===== src/rtl/fu_writeback_unit_if.sv =====
// Handshake bundle between a functional unit, the writeback buffer and the GPR write port.
// master drives FU results, GPR-port ready and the forwarding query; slave is the writeback unit.
interface fu_writeback_unit_if #(
  parameter int RSZ     = 32,
  parameter int GPR_ASZ = 5,
  parameter int PC_SZ   = 32,
  parameter int CNT_SZ  = 32
);
  logic               valid_in;
  logic               rdy_out;
  logic [GPR_ASZ-1:0] rd_in;
  logic               wr_en_in;
  logic [RSZ-1:0]     result_in;
  logic [PC_SZ-1:0]   pc_in;
  logic               gpr_wr_valid_out;
  logic               gpr_wr_rdy_in;
  logic [GPR_ASZ-1:0] gpr_wr_addr_out;
  logic [RSZ-1:0]     gpr_wr_data_out;
  logic [GPR_ASZ-1:0] fwd_rs_in;
  logic               fwd_hit_out;
  logic [RSZ-1:0]     fwd_data_out;
  logic [CNT_SZ-1:0]  retire_cnt_out;
  logic [PC_SZ-1:0]   last_pc_out;
  logic               empty_out;

  modport master (
    output valid_in, rd_in, wr_en_in, result_in, pc_in, gpr_wr_rdy_in, fwd_rs_in,
    input  rdy_out, gpr_wr_valid_out, gpr_wr_addr_out, gpr_wr_data_out,
           fwd_hit_out, fwd_data_out, retire_cnt_out, last_pc_out, empty_out
  );

  modport slave (
    input  valid_in, rd_in, wr_en_in, result_in, pc_in, gpr_wr_rdy_in, fwd_rs_in,
    output rdy_out, gpr_wr_valid_out, gpr_wr_addr_out, gpr_wr_data_out,
           fwd_hit_out, fwd_data_out, retire_cnt_out, last_pc_out, empty_out
  );
endinterface


===== src/rtl/fu_writeback_unit.sv =====
// In-order writeback buffer: FU results enter a DEPTH-entry FIFO and retire to one GPR write port.
// One-cycle accept-to-write latency; rdy_out falls only on a registered full count, GPR stalls hold the head.
module fu_writeback_unit #(
  parameter int RSZ     = 32,
  parameter int GPR_ASZ = 5,
  parameter int PC_SZ   = 32,
  parameter int DEPTH   = 4,
  parameter int CNT_SZ  = 32
) (
  input logic                clk_in,
  input logic                reset_in,
  fu_writeback_unit_if.slave bus
);
  localparam int PW = $clog2(DEPTH);
  localparam int CW = PW + 1;
  localparam logic [CW-1:0] FULL = CW'(DEPTH);

  logic [GPR_ASZ-1:0] r_rd   [DEPTH];
  logic [RSZ-1:0]     r_data [DEPTH];
  logic [PC_SZ-1:0]   r_pc   [DEPTH];
  logic [DEPTH-1:0]   r_wen;
  logic [PW-1:0]      r_wr_ptr;
  logic [PW-1:0]      r_rd_ptr;
  logic [CW-1:0]      r_count;
  logic               r_rdy;
  logic [CNT_SZ-1:0]  r_retire_cnt;
  logic [PC_SZ-1:0]   r_last_pc;

  logic               w_head_vld;
  logic               w_head_real;
  logic               w_push;
  logic               w_pop;
  logic [CW-1:0]      w_count_nxt;
  logic [PW-1:0]      w_idx [DEPTH];
  logic               w_fwd_hit;
  logic [RSZ-1:0]     w_fwd_data;

  assign w_head_vld  = (r_count != '0);
  assign w_head_real = r_wen[r_rd_ptr] && (r_rd[r_rd_ptr] != '0);
  assign w_push      = bus.valid_in && r_rdy;
  // Non-writing entries (wr_en=0 or x0) retire without waiting on the GPR port.
  assign w_pop       = w_head_vld && (!w_head_real || bus.gpr_wr_rdy_in);
  assign w_count_nxt = r_count + CW'(w_push) - CW'(w_pop);

  always_ff @(posedge clk_in or negedge reset_in) begin
    if (!reset_in) begin
      for (int i = 0; i < DEPTH; i++) begin
        r_rd[i]   <= '0;
        r_data[i] <= '0;
        r_pc[i]   <= '0;
      end
      r_wen        <= '0;
      r_wr_ptr     <= '0;
      r_rd_ptr     <= '0;
      r_count      <= '0;
      r_rdy        <= 1'b0;
      r_retire_cnt <= '0;
      r_last_pc    <= '0;
    end else begin
      if (w_push) begin
        r_rd[r_wr_ptr]   <= bus.rd_in;
        r_wen[r_wr_ptr]  <= bus.wr_en_in;
        r_data[r_wr_ptr] <= bus.result_in;
        r_pc[r_wr_ptr]   <= bus.pc_in;
        r_wr_ptr         <= r_wr_ptr + 1'b1;
      end
      if (w_pop) begin
        r_rd_ptr     <= r_rd_ptr + 1'b1;
        r_retire_cnt <= r_retire_cnt + 1'b1;
        r_last_pc    <= r_pc[r_rd_ptr];
      end
      r_count <= w_count_nxt;
      // Ready is kept as a flop of the next count so it never sees the same-cycle pop.
      r_rdy   <= (w_count_nxt != FULL);
    end
  end

  always_comb begin
    for (int k = 0; k < DEPTH; k++) begin
      w_idx[k] = r_rd_ptr + PW'(k);
    end
  end

  // Walk oldest to youngest so the last match left standing is the youngest one.
  always_comb begin
    w_fwd_hit  = 1'b0;
    w_fwd_data = '0;
    for (int k = 0; k < DEPTH; k++) begin
      if ((CW'(k) < r_count) && r_wen[w_idx[k]] && (r_rd[w_idx[k]] != '0) &&
          (r_rd[w_idx[k]] == bus.fwd_rs_in)) begin
        w_fwd_hit  = 1'b1;
        w_fwd_data = r_data[w_idx[k]];
      end
    end
  end

  assign bus.rdy_out          = r_rdy;
  assign bus.gpr_wr_valid_out = w_head_vld && w_head_real;
  assign bus.gpr_wr_addr_out  = r_rd[r_rd_ptr];
  assign bus.gpr_wr_data_out  = r_data[r_rd_ptr];
  assign bus.fwd_hit_out      = w_fwd_hit;
  assign bus.fwd_data_out     = w_fwd_data;
  assign bus.retire_cnt_out   = r_retire_cnt;
  assign bus.last_pc_out      = r_last_pc;
  assign bus.empty_out        = (r_count == '0);
endmodule

===== src/flat_wrapper.sv =====
// flat-port wrapper written by rule: the top's interface ports become plain ports
module fu_writeback_unit_flat 
#(
  parameter int RSZ     = 32,
  parameter int GPR_ASZ = 5,
  parameter int PC_SZ   = 32,
  parameter int DEPTH   = 4,
  parameter int CNT_SZ  = 32
)
  (clk_in, reset_in, bus_valid_in, bus_rd_in, bus_wr_en_in, bus_result_in, bus_pc_in, bus_gpr_wr_rdy_in, bus_fwd_rs_in, bus_rdy_out, bus_gpr_wr_valid_out, bus_gpr_wr_addr_out, bus_gpr_wr_data_out, bus_fwd_hit_out, bus_fwd_data_out, bus_retire_cnt_out, bus_last_pc_out, bus_empty_out);
  fu_writeback_unit_if #(.RSZ(RSZ), .GPR_ASZ(GPR_ASZ), .PC_SZ(PC_SZ), .CNT_SZ(CNT_SZ)) bus_i ();
  input logic clk_in;
  input logic reset_in;
  input wire logic [$bits(bus_i.valid_in)-1:0] bus_valid_in;
  input wire logic [$bits(bus_i.rd_in)-1:0] bus_rd_in;
  input wire logic [$bits(bus_i.wr_en_in)-1:0] bus_wr_en_in;
  input wire logic [$bits(bus_i.result_in)-1:0] bus_result_in;
  input wire logic [$bits(bus_i.pc_in)-1:0] bus_pc_in;
  input wire logic [$bits(bus_i.gpr_wr_rdy_in)-1:0] bus_gpr_wr_rdy_in;
  input wire logic [$bits(bus_i.fwd_rs_in)-1:0] bus_fwd_rs_in;
  output wire logic [$bits(bus_i.rdy_out)-1:0] bus_rdy_out;
  output wire logic [$bits(bus_i.gpr_wr_valid_out)-1:0] bus_gpr_wr_valid_out;
  output wire logic [$bits(bus_i.gpr_wr_addr_out)-1:0] bus_gpr_wr_addr_out;
  output wire logic [$bits(bus_i.gpr_wr_data_out)-1:0] bus_gpr_wr_data_out;
  output wire logic [$bits(bus_i.fwd_hit_out)-1:0] bus_fwd_hit_out;
  output wire logic [$bits(bus_i.fwd_data_out)-1:0] bus_fwd_data_out;
  output wire logic [$bits(bus_i.retire_cnt_out)-1:0] bus_retire_cnt_out;
  output wire logic [$bits(bus_i.last_pc_out)-1:0] bus_last_pc_out;
  output wire logic [$bits(bus_i.empty_out)-1:0] bus_empty_out;
  assign bus_i.valid_in = bus_valid_in;
  assign bus_i.rd_in = bus_rd_in;
  assign bus_i.wr_en_in = bus_wr_en_in;
  assign bus_i.result_in = bus_result_in;
  assign bus_i.pc_in = bus_pc_in;
  assign bus_i.gpr_wr_rdy_in = bus_gpr_wr_rdy_in;
  assign bus_i.fwd_rs_in = bus_fwd_rs_in;
  assign bus_rdy_out = bus_i.rdy_out;
  assign bus_gpr_wr_valid_out = bus_i.gpr_wr_valid_out;
  assign bus_gpr_wr_addr_out = bus_i.gpr_wr_addr_out;
  assign bus_gpr_wr_data_out = bus_i.gpr_wr_data_out;
  assign bus_fwd_hit_out = bus_i.fwd_hit_out;
  assign bus_fwd_data_out = bus_i.fwd_data_out;
  assign bus_retire_cnt_out = bus_i.retire_cnt_out;
  assign bus_last_pc_out = bus_i.last_pc_out;
  assign bus_empty_out = bus_i.empty_out;
  fu_writeback_unit #(.RSZ(RSZ), .GPR_ASZ(GPR_ASZ), .PC_SZ(PC_SZ), .DEPTH(DEPTH), .CNT_SZ(CNT_SZ)) u_core (.clk_in(clk_in), .reset_in(reset_in), .bus(bus_i));
endmodule

===== config.mk =====
export PLATFORM = sky130hd
export DESIGN_NAME = fu_writeback_unit_flat
export DESIGN_NICKNAME = d
export VERILOG_FILES = /design/src/rtl/fu_writeback_unit_if.sv /design/src/rtl/fu_writeback_unit.sv /design/src/flat_wrapper.sv
export SDC_FILE = /design/constraint.sdc
export NUM_CORES = 1
export LEC_CHECK = 0
export ABC_AREA = 1
export BUFFER_PORTS_ARGS = -buffer_cell sky130_fd_sc_hd__buf_2
export CAP_MARGIN = 0
export CORE_MARGIN = 8
export CORE_UTILIZATION = 54
export DETAILED_ROUTE_END_ITERATION = 16
export PLACE_DENSITY_LB_ADDON = 0.12
export SYNTH_ARGS = -nofsm -noshare
export SYNTH_HDL_FRONTEND = slang
export SYNTH_SLANG_ARGS = --single-unit
export TNS_END_PERCENT = 5

===== constraint.sdc =====
create_clock -name clk_in -period 2.75 [get_ports clk_in]
set_input_delay 0.275 -clock clk_in [delete_from_list [all_inputs] [get_ports clk_in]]
set_output_delay 0.275 -clock clk_in [all_outputs]
set_load 0.005 [all_outputs]

== Yosys cells after proc, flatten, opt, wreduce, memory -nomap -nowiden ==
Index checks and enable logic that the tools add are counted.
Widths: inputs -> output; s select.
Storage, ports and cells
  register bits after elaboration: 352
  input port bits: 79
  output and inout bits: 137
  logic and storage cells: 131
Cells by class
  add/sub/neg operators: 7
  magnitude comparators: 16
  equality and inequality tests: 5
  muxes and demuxes: 53
  bitwise logic cells: 5
  reductions and logical operators: 26
Operators with widths (count)
  $mux 32: 15
  $bmux 32 s2: 5
  $bwmux 128: 2
  $demux 32 s2: 1
  $mux 5: 9
  $bmux 5 s2: 4
  $add 32x1->32 const B: 1
  $bwmux 20: 1
  $eq 5x5->1: 4
  $reduce_bool 5->1: 4
  $logic_and 1x1->1: 18
  $ge 3x3->1 const B: 5
  $lt 2x3->1 const B: 5
  $not 2->3: 5
  $demux 5 s2: 1
  $mux 1: 9
  $bmux 1 s2: 4
  $lt 1x3->1 const A: 2
  $lt 2x3->1 const A: 2
  $add 2x1->2 const B: 2
  $add 2x2->2 const B: 2
  $bwmux 4: 1
  $add 3x1->3: 1
  $logic_not 3->1: 1
  8 further kinds: 8

== Logic depth before layout (Yosys ltp) ==
  depth in word-level cells: 11
  gate-level depth with buffers: 19

== Worst setup path before layout ==
No wires, ideal clock.
  kind: register to register
  start point: register u_core.r_rd_ptr[0]
  end point: register u_core.r_rdy, in the netlist u_core.bus.rdy_out
  setup time: 0.125 ns
  arrival: 2.679 ns
  required time: 2.625 ns
  path slack: -0.054 ns
  stages on the path, launching flop included: 19
  buffers on the path: 3
  cells stage by stage: dfrtp_1 -> buf_6 -> inv_2 -> buf_6 -> nand2_1 -> nand3_1 -> nand2_1 -> nand3_1 -> o21ai_2 -> or2_1 -> nand2_2 -> inv_2 -> buf_2 -> ha_1 -> inv_1 -> ha_1 -> fa_1 -> xnor2_1 -> nand2_1
On the way
  cells in the longest elaborated chain, start to end: 11
RTL lines
  start: declaration: RTL line fu_writeback_unit.sv:23  | logic [PW-1:0] r_rd_ptr;
  start signal: assignment: RTL line fu_writeback_unit.sv:68  | r_rd_ptr <= r_rd_ptr + 1'b1;
  $not 2->3 (not written as such): RTL line fu_writeback_unit.sv:39  | assign w_head_real = r_wen[r_rd_ptr] && (r_rd[r_rd_ptr] != '0);
  $bmux 5 s2: RTL line fu_writeback_unit.sv:39
  $mux 5 (not written as such) (2 in a row): RTL line fu_writeback_unit.sv:39
  $reduce_bool 5->1: RTL line fu_writeback_unit.sv:39
  $logic_and 1x1->1 (*): RTL line fu_writeback_unit.sv:39
  $logic_not 1->1 (*): RTL line fu_writeback_unit.sv:42  | assign w_pop = w_head_vld && (!w_head_real || bus.gpr_wr_rdy_in);
  $logic_or 1x1->1 (*): RTL line fu_writeback_unit.sv:42
  $logic_and 1x1->1 (*): RTL line fu_writeback_unit.sv:42
  net u_core.w_pop: RTL line fu_writeback_unit.sv:32  | logic w_pop;
  $sub 3x1->3 (*): RTL line fu_writeback_unit.sv:43  | assign w_count_nxt = r_count + CW'(w_push) - CW'(w_pop);
  net u_core.w_count_nxt[2]: RTL line fu_writeback_unit.sv:33  | logic [CW-1:0] w_count_nxt;
  $ne 3x3->1 (*): RTL line fu_writeback_unit.sv:74  | r_rdy <= (w_count_nxt != FULL);
  end signal: assignment: RTL line fu_writeback_unit.sv:74
  end: declaration: RTL line fu_writeback_unit.sv:25  | logic r_rdy;
The timed path passes the listed nets; every way through them passes the cells marked *. The select of a mux whose other input is x is not followed.
A chain may end at the register's enable or synchronous reset.

== Worst setup path in the final report ==
  start point: register u_core.r_rd_ptr[0]
  end point: output bus_fwd_data_out[26]
On the way
  cells in the longest elaborated chain, start to end: 11
RTL lines
  $add 2x1->2 or $not 2->3 (tied branches)
  $not 2->3 (not written as such) or $bmux 5 s2 (tied branches): RTL line fu_writeback_unit.sv:89, fu_writeback_unit.sv:90, fu_writeback_unit.sv:92
  $bmux 5 s2 or $mux 5 (tied branches): RTL line fu_writeback_unit.sv:89, fu_writeback_unit.sv:90
  $mux 5 (not written as such): RTL line fu_writeback_unit.sv:89, fu_writeback_unit.sv:90
  $mux 5 (not written as such) or $reduce_bool 5->1 (tied branches): RTL line fu_writeback_unit.sv:89, fu_writeback_unit.sv:90
  $reduce_bool 5->1 or $logic_and 1x1->1 (tied branches): RTL line fu_writeback_unit.sv:89  | if ((CW'(k) < r_count) && r_wen[w_idx[k]] && (r_rd[w_idx[k]] != '0) &&
  $logic_and 1x1->1: RTL line fu_writeback_unit.sv:89
  $logic_and 1x1->1 or $mux 32 (tied branches): RTL line fu_writeback_unit.sv:89
  $mux 32 (2 in a row): RTL line fu_writeback_unit.sv:89
  $mux 32 (*): RTL line fu_writeback_unit.sv:89
  end: declaration: RTL line flat_wrapper.sv:26  | output wire logic [$bits(bus_i.fwd_data_out)-1:0] bus_fwd_data_out;
Every way passes the cells marked *; elsewhere a longest branch is shown, timed or not. The select of a mux whose other input is x is not followed.

==> impl_metrics.tcl <==
set metrics [dict create \
    outcome "finished, violations left" \
    violations "negative setup slack" \
    die_height_um 208.2 \
    critical_path_class "reg2out" \
    ant_nets 0 \
    finalMaxSlewViolations 0 \
    rsz0062_at_grt "yes" \
    final_common_cell "nand2_1" \
    via_per_inst 5.542 \
    setup_viol 54 \
    min_period_ps 3219 \
    setup_ws_ps -468.7 \
    diodes 0 \
    synth_cells 2753 \
    netlist_area_um2 19950 \
    hp-start "bus_rd_in[2]" \
    layout_common_cells "928 x nand2_1, 474 x o21ai_0, 350 x dfrtp_1" \
    crit_arrival_ps 2940 \
    gr-total-overflow 0 \
    cts_tree "yes" \
    io_buffers 215 \
    cts_sinks 352 \
    grt_use_total_pct 26.17 \
    tightestPinTransition_ps 975.5 \
    syn2layout_area_growth_pct 19.35 \
    startpoint_type "flop" \
    skew_ps 15.66 \
    drive_gt1_share_pct 15.99 \
    antenna_found_initial 0 \
    min_to "u_core.r_rd[12]" \
    grt_max_degree 141 \
    place_congestion 0.9023 \
    vias 19130 \
    grt_pass1_vias 18130 \
    fp-row-count 70 \
    cts_buffers 39 \
    regToRegSetupSlack_ps 20 \
    io_pins 216 \
    finalPower_w 0.03052 \
    route.detailed.drc 0 \
    crit_required_ps 2480 \
    rr_startpoint "u_core.r_rd_ptr[0]" \
    hold_class "in2reg" \
    grt_pass1_wl_um 94140 \
    clk_pin_slew_worst_paths_ps 60 \
    clockRootBuffer "clkbuf_16" \
    power.leakage_nw 12.37 \
    max_freq_mhz 310.7 \
    crit_path_end_kind "output port" \
    hold_violations 0 \
    start_util_pct 54.62 \
    critPathMaxFanout 16 \
    cts_buffer_depth 3 \
    nNetsFinal 3043 \
    drv_cap 0 \
    hpwl_um 36700 \
    ys_types 35 \
    wirelength_um 59610 \
    ys.warnings.count 0 \
    timing.hold.ws_ps 12.17 \
    relSlewSlack_pct 34.97 \
    min_path_cells 3 \
    drt_first_pass_iters 6 \
    final_util_pct 65.19 \
    fp.coreArea_um2 36520 \
    rr_endpoint "u_core.bus.rdy_out" \
    syn_nets 2842 \
    power_density_nw_per_um2 1282 \
    fin_crit_sh_pct 117.0 \
    synth.avg_cell_area_um2 7.247 \
    vdd_drop_max_v 0.001170 \
    seq_area_frac_synth_pct 44.15 \
    htree_levels 2 \
    wl_per_cell_um 17.27 \
    dieArea_um2 43350 \
    die_x_um 208.2 \
    insertion_delay_ps 570 \
    ys_ff_latch 352 \
    drt_iter0_markers 1620 \
    worstRegToRegCells 16 \
]
-- routing by layer --
| metal | vias up | global-route usage, % | wire length, µm | share of wire, % |
|---|---|---|---|---|
| li1 | 9279 | - | - | - |
| met2 | 777 | 42.00 | 27330 | 46 |
| met5 | - | 0 | 0 | 0 |
| met3 | 81 | 5.095 | 4853 | 8.1 |
| met1 | 8990 | 35.92 | 26350 | 44 |
| met4 | 0 | 7.220 | 1081 | 1.8 |
-- timing repair --
item,in CTS,in global routing
pin swaps,0,7
hold buffers,7,0
endpoints found under the hold margin,80,0
gates cloned,0,8
gates resized for setup,17,59
setup endpoints to repair,66,68
buffers inserted,1,19
-- Yosys cell counts, drive strengths merged --
cell / number / area [µm²]
a21oi: 1 / 5.000
and3: 1 / 6.260
buf: 90 / 568.1
clkbuf: 94 / 352.8
dfrtp: 352 / 8808
fa: 1 / 20.02
ha: 9 / 112.6
inv: 254 / 958.4
mux2i: 64 / 640.6
nand2: 963 / 3645
nand3: 271 / 1379
nand4: 44 / 275.3
nor2: 47 / 219.0
nor3: 20 / 100.1
nor3b: 1 / 7.510
nor4: 4 / 25.02
o211ai: 1 / 7.510
o21ai: 499 / 2501
o22ai: 1 / 6.260
or2: 1 / 6.260
xnor2: 10 / 87.58
xor2: 25 / 219.0
-- kinds of logic after synthesis --
family          count (synthesis)  synth area share [%]
compound gates                502                 12.63
xor+xnor                       35                 1.537
fa+ha+maj                      10                0.6648
buf+inv                       438                 9.420
flops                         352                 44.15
mux                            64                 3.211
simple gates                 1352                 28.39
-- worst max-delay path, stage by stage (launching register included) --
cell and delay, ps:
dfrtp_4 530, clkinv_8 90, buf_6 120, nand2_1 90, nand3_2 80, nand2_1 90, buf_4 140, nand2_1 50
nand2_1 60, nor2_2 110, nand3_2 100, nor2_4 110, buf_12 150, clkbuf_16 200, nand3_1 90, nand3_1 70
nand2_1 60, nand2_2 90, buf_2 120
-- report_power, final --
part	switching [W]	leakage (nW)	internal, W	total (W)
Clock	0.00222	0.667	0.00325	0.00548
Combinational	0.0100	7.25	0.00600	0.0160
Sequential	0.00152	4.45	0.00749	0.00900
-- worst max path at each step --
stage / startpoint / to / slack, ps
2_1_floorplan: u_core.r_rd_ptr[0] / u_core.bus.rdy_out / 10
3_3_place_gp: u_core.r_rd_ptr[0] / u_core.bus.rdy_out / 7
3_5_place_dp: u_core.r_rd_ptr[0] / u_core.bus.rdy_out / -60
4_1_cts: u_core.r_rd_ptr[0] / bus_fwd_data_out[31] / -380
5_1_grt: u_core.r_rd_ptr[0] / bus_fwd_data_out[26] / -570
6_report: u_core.r_rd_ptr[0] / bus_fwd_data_out[26] / -470
-- sequential cells by signal, summed over array words and instances (netlist names) --
| name | count |
|---|---|
| u_core.r_data | 128 |
| u_core.r_pc | 128 |
| u_core.bus.last_pc_out | 32 |
| u_core.bus.retire_cnt_out | 32 |
| u_core.r_rd | 20 |
| u_core.r_wen | 4 |
| u_core.r_count | 3 |
| u_core.r_rd_ptr | 2 |
| u_core.r_wr_ptr | 2 |
| u_core.bus.rdy_out | 1 |
-- through the flow --
step | TNS [ps] | setup WS (ps) | area [µm²] | cells
after global placement | 0 | 7.432 | 21750 | 3346
final | -14960 | -468.7 | 23810 | 3451
after CTS | -11250 | -381.0 | 23240 | 3424
after detailed placement | -62.47 | -62.47 | 21750 | 3346
after floorplan | 0 | 14.78 | 19960 | 2753
after global routing | -22570 | -569.6 | 23810 | 3451
-- area by class of cell --
cell class	count	area, µm²
clock buffers	53	1119
well taps	468	585.6
fillers	3277	12710
repair buffers	344	2628
multi-input cells	1963	9465
flip-flops and latches	352	8816
clock inverters	17	221.5
inverters	254	975.9
Power figures use the tool's default switching activity.
